`src/rtl/breakout_ctrl.sv`:
```
// Game-flow controller for a breakout game: state machine, BCD score, lives,
// inter-ball / game-over timer and the registered final pixel-colour mux.
module breakout_ctrl #(
  parameter int TIMER_TICKS = 120,
  parameter int START_LIVES = 3
) (
  input  logic        clk,
  input  logic        reset,
  input  logic [9:0]  pix_x,
  input  logic [9:0]  pix_y,
  input  logic        video_on,
  input  logic [4:0]  btn,
  input  logic        hit,
  input  logic        miss,
  input  logic        graph_on,
  input  logic [11:0] graph_rgb,
  input  logic        text_on,
  input  logic [11:0] text_rgb,
  output logic        gra_still,
  output logic [1:0]  state,
  output logic [3:0]  dig1,
  output logic [3:0]  dig0,
  output logic [1:0]  lives,
  output logic [11:0] rgb
);

  typedef enum logic [1:0] {
    ST_NEWGAME = 2'd0,
    ST_PLAY    = 2'd1,
    ST_NEWBALL = 2'd2,
    ST_OVER    = 2'd3
  } state_t;

  localparam logic [6:0] TIMER_LOAD = 7'(TIMER_TICKS);
  localparam logic [1:0] LIVES_INIT = 2'(START_LIVES);
  localparam logic [11:0] BG_RGB    = 12'hff0;

  state_t      r_state;
  state_t      w_state_nxt;
  logic [6:0]  r_timer;
  logic [6:0]  w_timer_nxt;
  logic [7:0]  r_score;
  logic [7:0]  w_score_nxt;
  logic [1:0]  r_lives;
  logic [1:0]  w_lives_nxt;
  logic [11:0] r_rgb;
  logic [11:0] w_rgb_nxt;
  logic        w_refr_tick;
  logic        w_timer_done;
  logic        w_btn_any;

  // Two-digit BCD increment; 99 rolls over to 00.
  function automatic logic [7:0] bcd_inc(input logic [7:0] bcd);
    logic [3:0] units;
    logic [3:0] tens;
    units = bcd[3:0];
    tens  = bcd[7:4];
    if (units == 4'd9) begin
      units = 4'd0;
      if (tens == 4'd9) begin
        tens = 4'd0;
      end else begin
        tens = tens + 4'd1;
      end
    end else begin
      units = units + 4'd1;
    end
    return {tens, units};
  endfunction

  assign w_refr_tick  = (pix_y == 10'd481) && (pix_x == 10'd0);
  assign w_timer_done = (r_timer == 7'd0);
  assign w_btn_any    = (btn != 5'd0);

  // Next-state, timer, score and lives decode.
  always_comb begin
    w_state_nxt = r_state;
    w_score_nxt = r_score;
    w_lives_nxt = r_lives;
    if (w_refr_tick && !w_timer_done) begin
      w_timer_nxt = r_timer - 7'd1;
    end else begin
      w_timer_nxt = r_timer;
    end

    case (r_state)
      ST_NEWGAME: begin
        w_score_nxt = 8'h00;
        w_lives_nxt = LIVES_INIT;
        if (w_btn_any) begin
          w_state_nxt = ST_PLAY;
        end else begin
          w_state_nxt = ST_NEWGAME;
        end
      end
      ST_PLAY: begin
        if (hit) begin
          w_score_nxt = bcd_inc(r_score);
        end else begin
          w_score_nxt = r_score;
        end
        // A miss reloads the timer; the same cycle may also score a hit.
        if (miss) begin
          w_lives_nxt = r_lives - 2'd1;
          w_timer_nxt = TIMER_LOAD;
          if (r_lives == 2'd1) begin
            w_state_nxt = ST_OVER;
          end else begin
            w_state_nxt = ST_NEWBALL;
          end
        end else begin
          w_state_nxt = ST_PLAY;
        end
      end
      ST_NEWBALL: begin
        if (w_timer_done && w_btn_any) begin
          w_state_nxt = ST_PLAY;
        end else begin
          w_state_nxt = ST_NEWBALL;
        end
      end
      ST_OVER: begin
        if (w_timer_done) begin
          w_state_nxt = ST_NEWGAME;
          w_score_nxt = 8'h00;
          w_lives_nxt = LIVES_INIT;
        end else begin
          w_state_nxt = ST_OVER;
        end
      end
      default: begin
        w_state_nxt = ST_NEWGAME;
      end
    endcase
  end

  // Game-flow registers.
  always_ff @(posedge clk or posedge reset) begin
    if (reset) begin
      r_state <= ST_NEWGAME;
      r_timer <= 7'd0;
      r_score <= 8'h00;
      r_lives <= LIVES_INIT;
    end else begin
      r_state <= w_state_nxt;
      r_timer <= w_timer_nxt;
      r_score <= w_score_nxt;
      r_lives <= w_lives_nxt;
    end
  end

  // Pixel colour priority: blanking, text overlay, graphics, background.
  always_comb begin
    if (!video_on) begin
      w_rgb_nxt = 12'h000;
    end else if (text_on) begin
      w_rgb_nxt = text_rgb;
    end else if (graph_on) begin
      w_rgb_nxt = graph_rgb;
    end else begin
      w_rgb_nxt = BG_RGB;
    end
  end

  // Registered colour output.
  always_ff @(posedge clk or posedge reset) begin
    if (reset) begin
      r_rgb <= 12'h000;
    end else begin
      r_rgb <= w_rgb_nxt;
    end
  end

  assign state     = r_state;
  assign gra_still = (r_state != ST_PLAY);
  assign dig1      = r_score[7:4];
  assign dig0      = r_score[3:0];
  assign lives     = r_lives;
  assign rgb       = r_rgb;

endmodule

```
`config.mk`:
```
export PLATFORM = sky130hd
export DESIGN_NAME = breakout_ctrl
export DESIGN_NICKNAME = d
export VERILOG_FILES = /design/src/rtl/breakout_ctrl.sv
export SDC_FILE = /design/constraint.sdc
export NUM_CORES = 1
export LEC_CHECK = 0
export CORE_MARGIN = 4
export CORE_UTILIZATION = 44
export DETAILED_ROUTE_END_ITERATION = 10
export PLACE_DENSITY = 0.91
export SYNTH_ARGS = -nofsm -noshare
export SYNTH_HDL_FRONTEND = slang
export SYNTH_SLANG_ARGS = --single-unit
```
`constraint.sdc`:
```
create_clock -name clk -period 4.5 [get_ports clk]
set_clock_uncertainty 0.05 [all_clocks]
set_input_delay 0.675 -clock clk [delete_from_list [all_inputs] [get_ports clk]]
set_output_delay 0.675 -clock clk [all_outputs]
set_load 0.02 [all_outputs]
```
# Word-level counts from Yosys, hierarchy flattened

Cells that the tools add are included.

Input bits: 56
Register bits: 31
Output and inout bits: 25
Word-level logic and storage cells: 55

Eq/ne operators: 12
Add/sub/neg operators: 4
Multiplexer cells: 21
Reductions and logical operators: 12

Operators with widths:

| cell                                                                   | count |
|---|---|
| 12-bit 2-to-1 mux                                                      | 3 |
| 8-bit case mux with 3 select lines                                     | 1 |
| 7-bit 2-to-1 mux                                                       | 3 |
| 8-bit 2-to-1 mux                                                       | 2 |
| 4-bit 2-to-1 mux                                                       | 3 |
| 10-bit by 9-bit equality test with 1-bit output, second input constant | 1 |
| 10-bit zero test                                                       | 1 |
| 2-bit 2-to-1 mux                                                       | 5 |
| 4-bit by 1-bit adder with 4-bit output, second input constant          | 2 |
| 4-bit equality test, second input constant                             | 2 |
| 2-bit inequality test, second input constant                           | 4 |
| 2-bit case mux with 4 select lines                                     | 1 |
| 7-bit zero test                                                        | 1 |
| 7-bit by 1-bit subtractor with 7-bit output, second input constant     | 1 |
| 2-bit case mux with 3 select lines                                     | 1 |
| 3-bit AND reduction                                                    | 2 |
| 5-bit nonzero test                                                     | 1 |
| 2-bit by 1-bit equality test with 1-bit output, second input constant  | 2 |
| 2-bit equality test, second input constant                             | 2 |
| 4-bit AND reduction                                                    | 1 |
| 1-bit logical AND                                                      | 3 |
| 3-bit nonzero test                                                     | 1 |
| 2-bit zero test                                                        | 1 |
| 1-bit 2-to-1 mux                                                       | 2 |
| 3 further kinds                                                        | 3 |

# Logic depth before layout (Yosys ltp)

Gate-level depths: netlist of run 1.

Word-level depth: 6
Depth in mapped cells: 7
Gate-level depth less buffers: 6

# Worst setup path after synthesis of run 1

Ideal clock, no wire load.

Kind: input port to flip-flop
From: input port pix_y[1]
To: register r_timer[2]
Buffers on the path: 1
Data arrival time: 1.754 ns
Data required time: 4.330 ns
Slack: 2.576 ns
Stages: 5
Setup time: 0.120 ns
Path through: nor4b_1 -> and3_1 -> clkbuf_1 -> a31oi_1 -> a41o_2

Longest elaborated chain between the ends: 6

RTL lines:

| what                                                | RTL line | text |
|---|---|---|
| start: declaration                                  | 10       | `input logic [9:0] pix_y,` |
| 10-bit by 9-bit equality test with 1-bit output (*) | 71       | `assign w_refr_tick = (pix_y == 10'd481) && (pix_x == 10'd0);` |
| 1-bit logical AND (*)                               | 71       |  |
| 1-bit logical AND (*)                               | 80       | `if (w_refr_tick && !w_timer_done) begin` |
| 7-bit 2-to-1 mux (*)                                | 80       |  |
| 7-bit 2-to-1 mux                                    | 103      | `if (miss) begin` |
| 7-bit 2-to-1 mux (*)                                | 86       | `case (r_state)` |
| net w_timer_nxt[2]                                  | 41       | `logic [6:0] w_timer_nxt;` |
| end signal: assignment                              | 146      | `r_timer <= w_timer_nxt;` |
| end: declaration                                    | 40       | `logic [6:0] r_timer;` |

The timed path passes the listed nets; every way through them passes the cells marked *.
A chain may end at the register's enable or synchronous reset.

# Worst setup path after layout of run 1

From: register r_state[1], in the netlist state[1]
To: output port gra_still

Longest elaborated chain between the ends: 1

RTL lines:

| what                                             | RTL line | text |
|---|---|---|
| start: declaration                               | 38       | `state_t r_state;` |
| start signal: assignment                         | 145      | `r_state <= w_state_nxt;` |
| 2-bit by 1-bit inequality test with 1-bit output | 175      | `assign gra_still = (r_state != ST_PLAY);` |
| end: declaration                                 | 19       | `output logic gra_still,` |

Every way passes these cells.

==> impl_metrics.ini, run 1 <==
[run_status]
outcome = complete, no violations

[sta]
drv_slew = 0
rsz0062_at_grt = no
layout_min_cycle_time_ps = 2580
post-route-period-util_pct = 57.3
setup_viol_count_final = 0
hold_viol = 0
slew_headroom_pct = 64.0
tightest_slew_ps = 532
tns_ps = 0
fmax_ghz = 0.388

[cts]
cts_buffers = 5
clkTransAtPathRegs_ps = 70
cts_hold_buf = 0
cts_buffer_depth = 2
ctsHtreeMaxLevel = 2
cts-root-buf = clkbuf_8
cts_setup_buffers = 0
tritoncts = done
cts_sinks = 31
post_cts_resized = 0
clk_latency_ps = 290

[critical_path]
arrival_ps = 1850
start_kind = flip-flop
crit_chain = and2b_1, inv_2, clkdlybuf4s50_1
cp_slowest_cell = clkdlybuf4s50_1
cp_max_fo = 11
r2r_slack_ps = 2360
worstRegToRegCells = 6
reg2reg_to = r_score[5]$_DFFE_PP0P_
cp-end-kind = output pin
r2r-start = r_timer[0]$_DFF_PP0_
worst-endpoint-required_ps = 3770
cp_slowest_stage_delay_ps = 620
critical_path_class = reg -> out

[final_layout]
syn_to_final_growth_pct = 56.5
fin_area_um2 = 2670
diodes = 0
layout.cells.non_filler = 299
finish.utilization_pct = 72.3
final_layout_size_suffix_gt1_share_pct = 9.56
nets = 313

[synth]
ys_types = 49
synth_edf_count = 0
yosys_register_bits = 31
synth_area_leader_cell = dfrtp_1
synthArstFlopShare_pct = 100
synth_common_cells = 29 x dfrtp_1, 12 x inv_1, 11 x nand3_1
synth-seq-area-share_pct = 45.7
synth_area_leaders = dfrtp_1 43%, ha_1 5.1%, o221a_2 4.6%
syn-instance-count = 166
synth_ff_type = dfrtp_1
synth_nets = 229
synth.most_common_cell = dfrtp_1
syn_area_per_cell_um2 = 10.3
syn-cell-area_um2 = 1700
synth_top_area_share_pct = 42.6
yosys_warnings = 0

[grt]
grtUsageTotal_pct = 18.3
grt_overflow = 0
grt_pass1_wl_um = 7210
antenna_found_initial = 0
grt_max_degree = 32
grt_pass1_vias = 1618

[pwr]
vdd_drop_max_mv = 0.172
p_leak_nw = 1.08
power_density_nw_per_um2 = 368

[min_path]
hp-start = lives[0]$_DFFE_PP1P_
min_path_cells = 2
hold_end = lives[0]$_DFFE_PP1P_
hold_class = reg -> reg

[drt]
vias = 1650
vias_per_cell = 5.52
drtPass1Iterations = 4
drt_drc_violations_left = 0
wl_um = 4280
antenna_left = 0
wl_per_cell_um = 14.3
drt_iter0_drc = 101

[placed_design]
hpwl_um = 3300
placed_cell_area_um2 = 2550
dpl.cell_count = 291
port_buffers = 80
gp_congestion = 0.745

[floorplan]
core_um2 = 3690
die_x_um = 70.2
rows = 22
ioPinCount = 81
initial_core_util_pct = 46.2
die_y_um = 70.2
die-area_um2 = 4930

[job]
max_cap_viol_count = 0
## per-layer routing
metal	vias up	part of all wire, %	track usage (%)
met5	-	0	0
met4	0	1.7	6.60
met3	7	12	9.35
met2	76	50	31.1
met1	765	36	19.3
li1	802	-	-
## registers in the layout (all words and copies together) (netlist names)
register,count
lives,2
rgb,12
r_score,8
r_timer,7
state,2
## area by class of cell
class | count | area (um2)
Clock buffer | 6 | 82.6
Tap cell | 48 | 60.1
Inverter | 14 | 52.6
Timing Repair Buffer | 81 | 808
Clock inverter | 2 | 35.0
Sequential cell | 31 | 778
Multi-Input combinational cell | 117 | 848
Fill cell | 289 | 1020
## where the power goes
group / internal [mW] / total, mW / switching, mW
Clock: 0.179 / 0.284 / 0.105
Sequential: 0.327 / 0.381 / 0.0541
Combinational: 0.169 / 0.315 / 0.146
Total: 0.675 / 0.980 / 0.306
## kinds of logic after synthesis
| group | share of synthesized area (%) |
|---|---|
| xor gates and xnor gates | 0.514 |
| adders and majority gates | 5.14 |
| muxes | 2.50 |
| and+or+nand+nor | 21.7 |
| AOI/OAI and AO/OA | 19.9 |
| buffers and inverters | 4.48 |
| DFF | 45.7 |
## layout by cell type (no fill, tap or decap), drive strengths merged, types with 2 or more instances in the layout
cell type / netlist / routed
o211ai: 2 / 2
a31oi: 4 / 4
clkdlybuf4s50: 0 / 80
ha: 7 / 7
clkinv: 1 / 2
nor4b: 4 / 4
nand2: 8 / 8
dfrtp: 29 / 29
nor3: 3 / 3
a21oi: 4 / 4
and2: 3 / 3
nand3b: 2 / 2
mux2i: 2 / 2
mux2: 2 / 2
clkbuf: 2 / 6
o2bb2ai: 2 / 2
nand4: 2 / 2
or4: 3 / 3
o31ai: 2 / 2
o221a: 7 / 7
and4: 2 / 2
o21ai: 9 / 9
nor4: 3 / 3
inv: 13 / 13
nor2b: 7 / 7
nand3: 11 / 11
a22oi: 4 / 4
dfstp: 2 / 2
nor2: 7 / 7
a32oi: 2 / 2
## critical path, delay by kind of cell (launching register included)
kind                   cells  cell delay, ps
DFF                        1             510
and+or+nand+nor            1             280
buffers and inverters      2             780
## how the worst max path moves through the flow
stage / startpoint / depth (start not counted) / to / slack [ps]
6_report: state[1]$_DFF_PP0_ / 3 / gra_still / 1920
5_1_grt: state[1]$_DFF_PP0_ / 3 / gra_still / 1810
4_1_cts: state[1]$_DFF_PP0_ / 3 / gra_still / 1920
3_5_place_dp: pix_y[3] / 5 / r_timer[6]$_DFF_PP0_ / 2110
3_3_place_gp: pix_y[3] / 5 / r_timer[6]$_DFF_PP0_ / 2140
2_1_floorplan: pix_y[1] / 5 / r_timer[2]$_DFF_PP0_ / 2580
## through the flow
stage | hold WS [ps] | total power, mW | worst slack, ps
2_1_floorplan | 459 | 0.546 | 2580
3_3_place_gp | 454 | 0.690 | 2140
3_5_place_dp | 472 | 0.701 | 2110
4_1_cts | 482 | 0.989 | 1920
5_1_grt | 491 | 1.04 | 1810
6_report | 483 | 0.980 | 1920
Power figures use the tool's default switching activity.
==> inputs of run 2 (changes only) <==
Settings changed: CORE_UTILIZATION 44 to 41, PLACE_DENSITY 0.91 to 0.86.
Clock period 4.5 ns to 2.67 ns, I/O delays scaled along.
==> run 2 against run 1 <==
  * Worst setup slack lost 1600 ps
  * Sequential cell count did not move
  * Non-clock buffer count unchanged
  * Sequential share of layout area down 0.23 points
  * Via count is 4.4% lower
  * Global-route usage shrank 2.6 points
  * Utilization shrank 5.1 points
  * Critical path type unchanged
  * Largest power group unchanged
==> impl_metrics.ini, run 2 (synthesis results as in run 1) <==
[drt]
wl_met2_um = 1930
vias = 1577
wl_um = 4010
drt_drc_violations_left = 0
wl_met1_um = 1610
wl_per_cell_um = 13.3
drtPass1Iterations = 4
routed-wl-met3_um = 417
vias_per_cell = 5.24
antenna_left = 0
drt_iter0_drc = 71
highest_layer = met4

[placed_design]
dpl.cell_count = 293
hpwl_um = 3160
port_buffers = 80
gp_congestion = 0.745

[grt]
grt_overflow = 0
grtUsageTotal_pct = 15.6
grt_pass1_vias = 1484
grt_pass1_wl_um = 6440
grt_max_degree = 32
antenna_found_initial = 0

[final_layout]
largest_reg_flops = 12
layout_common_cells = 80 x clkdlybuf4s50_1, 29 x dfrtp_1, 12 x inv_1
layout.cells.non_filler = 301
finish.utilization_pct = 67.2
diodes = 0
nets = 313
layout_commonest_cell = clkdlybuf4s50_1
syn_to_final_growth_pct = 57.8
final_layout_size_suffix_gt1_share_pct = 9.56

[pwr]
power_density_nw_per_um2 = 641
p_leak_nw = 1.08
vdd_drop_max_mv = 0.380

[critical_path]
worst-endpoint-required_ps = 2220
cp-end-kind = output pin
start_kind = flip-flop
critical_path_class = reg -> out
arrival_ps = 1860
cp_max_fo = 11

[cts]
cts_buffer_depth = 2
post_cts_resized = 0
cts_setup_buffers = 0
cts_hold_buf = 0
cts-root-buf = clkbuf_8
clkTransAtPathRegs_ps = 70
cts_sinks = 31
tritoncts = done
clk_latency_ps = 280
ctsHtreeMaxLevel = 2
cts_buffers = 5

[floorplan]
initial_core_util_pct = 42.6
core_um2 = 4000
die_x_um = 72.4
rows = 23
die_y_um = 72.4
ioPinCount = 81
die-area_um2 = 5250

[sta]
layout_min_cycle_time_ps = 2310
fmax_ghz = 0.433
tns_ps = 0
tightest_slew_ps = 586
setup_viol_count_final = 0
rsz0062_at_grt = no
hold_viol = 0
slew_headroom_pct = 60.4
drv_slew = 0
timing.hold.ws_ps = 449
post-route-period-util_pct = 86.5

[job]
max_cap_viol_count = 0

[min_path]
hold_class = in -> async

[run_status]
outcome = complete, no violations
run 2: metrics by stage:
step	instance area, um2	power (mW)	worst slack [ps]
2_1_floorplan	1700	0.920	835
3_3_place_gp	2550	1.16	560
4_1_cts	2690	1.74	350
5_1_grt	2690	1.82	265
3_5_place_dp	2550	1.18	481
6_report	2690	1.72	360
run 2: path summary, 6_finish.rpt:
check                           cells after the start                      to                 start  slack [ps]
worst max-delay path                                3               gra_still    state[1]$_DFF_PP0_         360
worst min-delay path                                3        rgb[9]$_DFF_PP0_                 reset         450
worst max register to register                      6  r_score[5]$_DFFE_PP0P_  r_timer[0]$_DFF_PP0_         560
worst min register to register                      2    lives[0]$_DFFE_PP1P_  lives[0]$_DFFE_PP1P_         480
max in group asynchronous                           3    lives[1]$_DFFE_PP1P_                 reset        1810
min in group clk                                    2    lives[0]$_DFFE_PP1P_  lives[0]$_DFFE_PP1P_         480
run 2: worst max-delay path, stage by stage (launching register included):
cell and delay [ps]:
dfrtp_1 510, and2b_1 290, inv_2 150, clkdlybuf4s50_1 630
run 2: where the power goes:
part           internal, mW  switching (mW)
sequential            0.551          0.0884
combinational         0.284           0.243
clock                 0.372           0.183
run 2: cell type report:
class	count	area, um2
fill	304	1310
timing repair buffer	81	808
inverter	14	52.6
tap	50	62.6
sequential	31	778
multi-input combinational	117	848
clock buffer	5	68.8
clock inverter	3	67.6
run 2: metal layers:
| layer | GRT usage (%) | vias up |
|---|---|---|
| met2 | 26.2 | 56 |
| met1 | 17.9 | 714 |
| met5 | 0 | - |
| li1 | - | 802 |
| met4 | 5.53 | 0 |
| met3 | 6.65 | 5 |
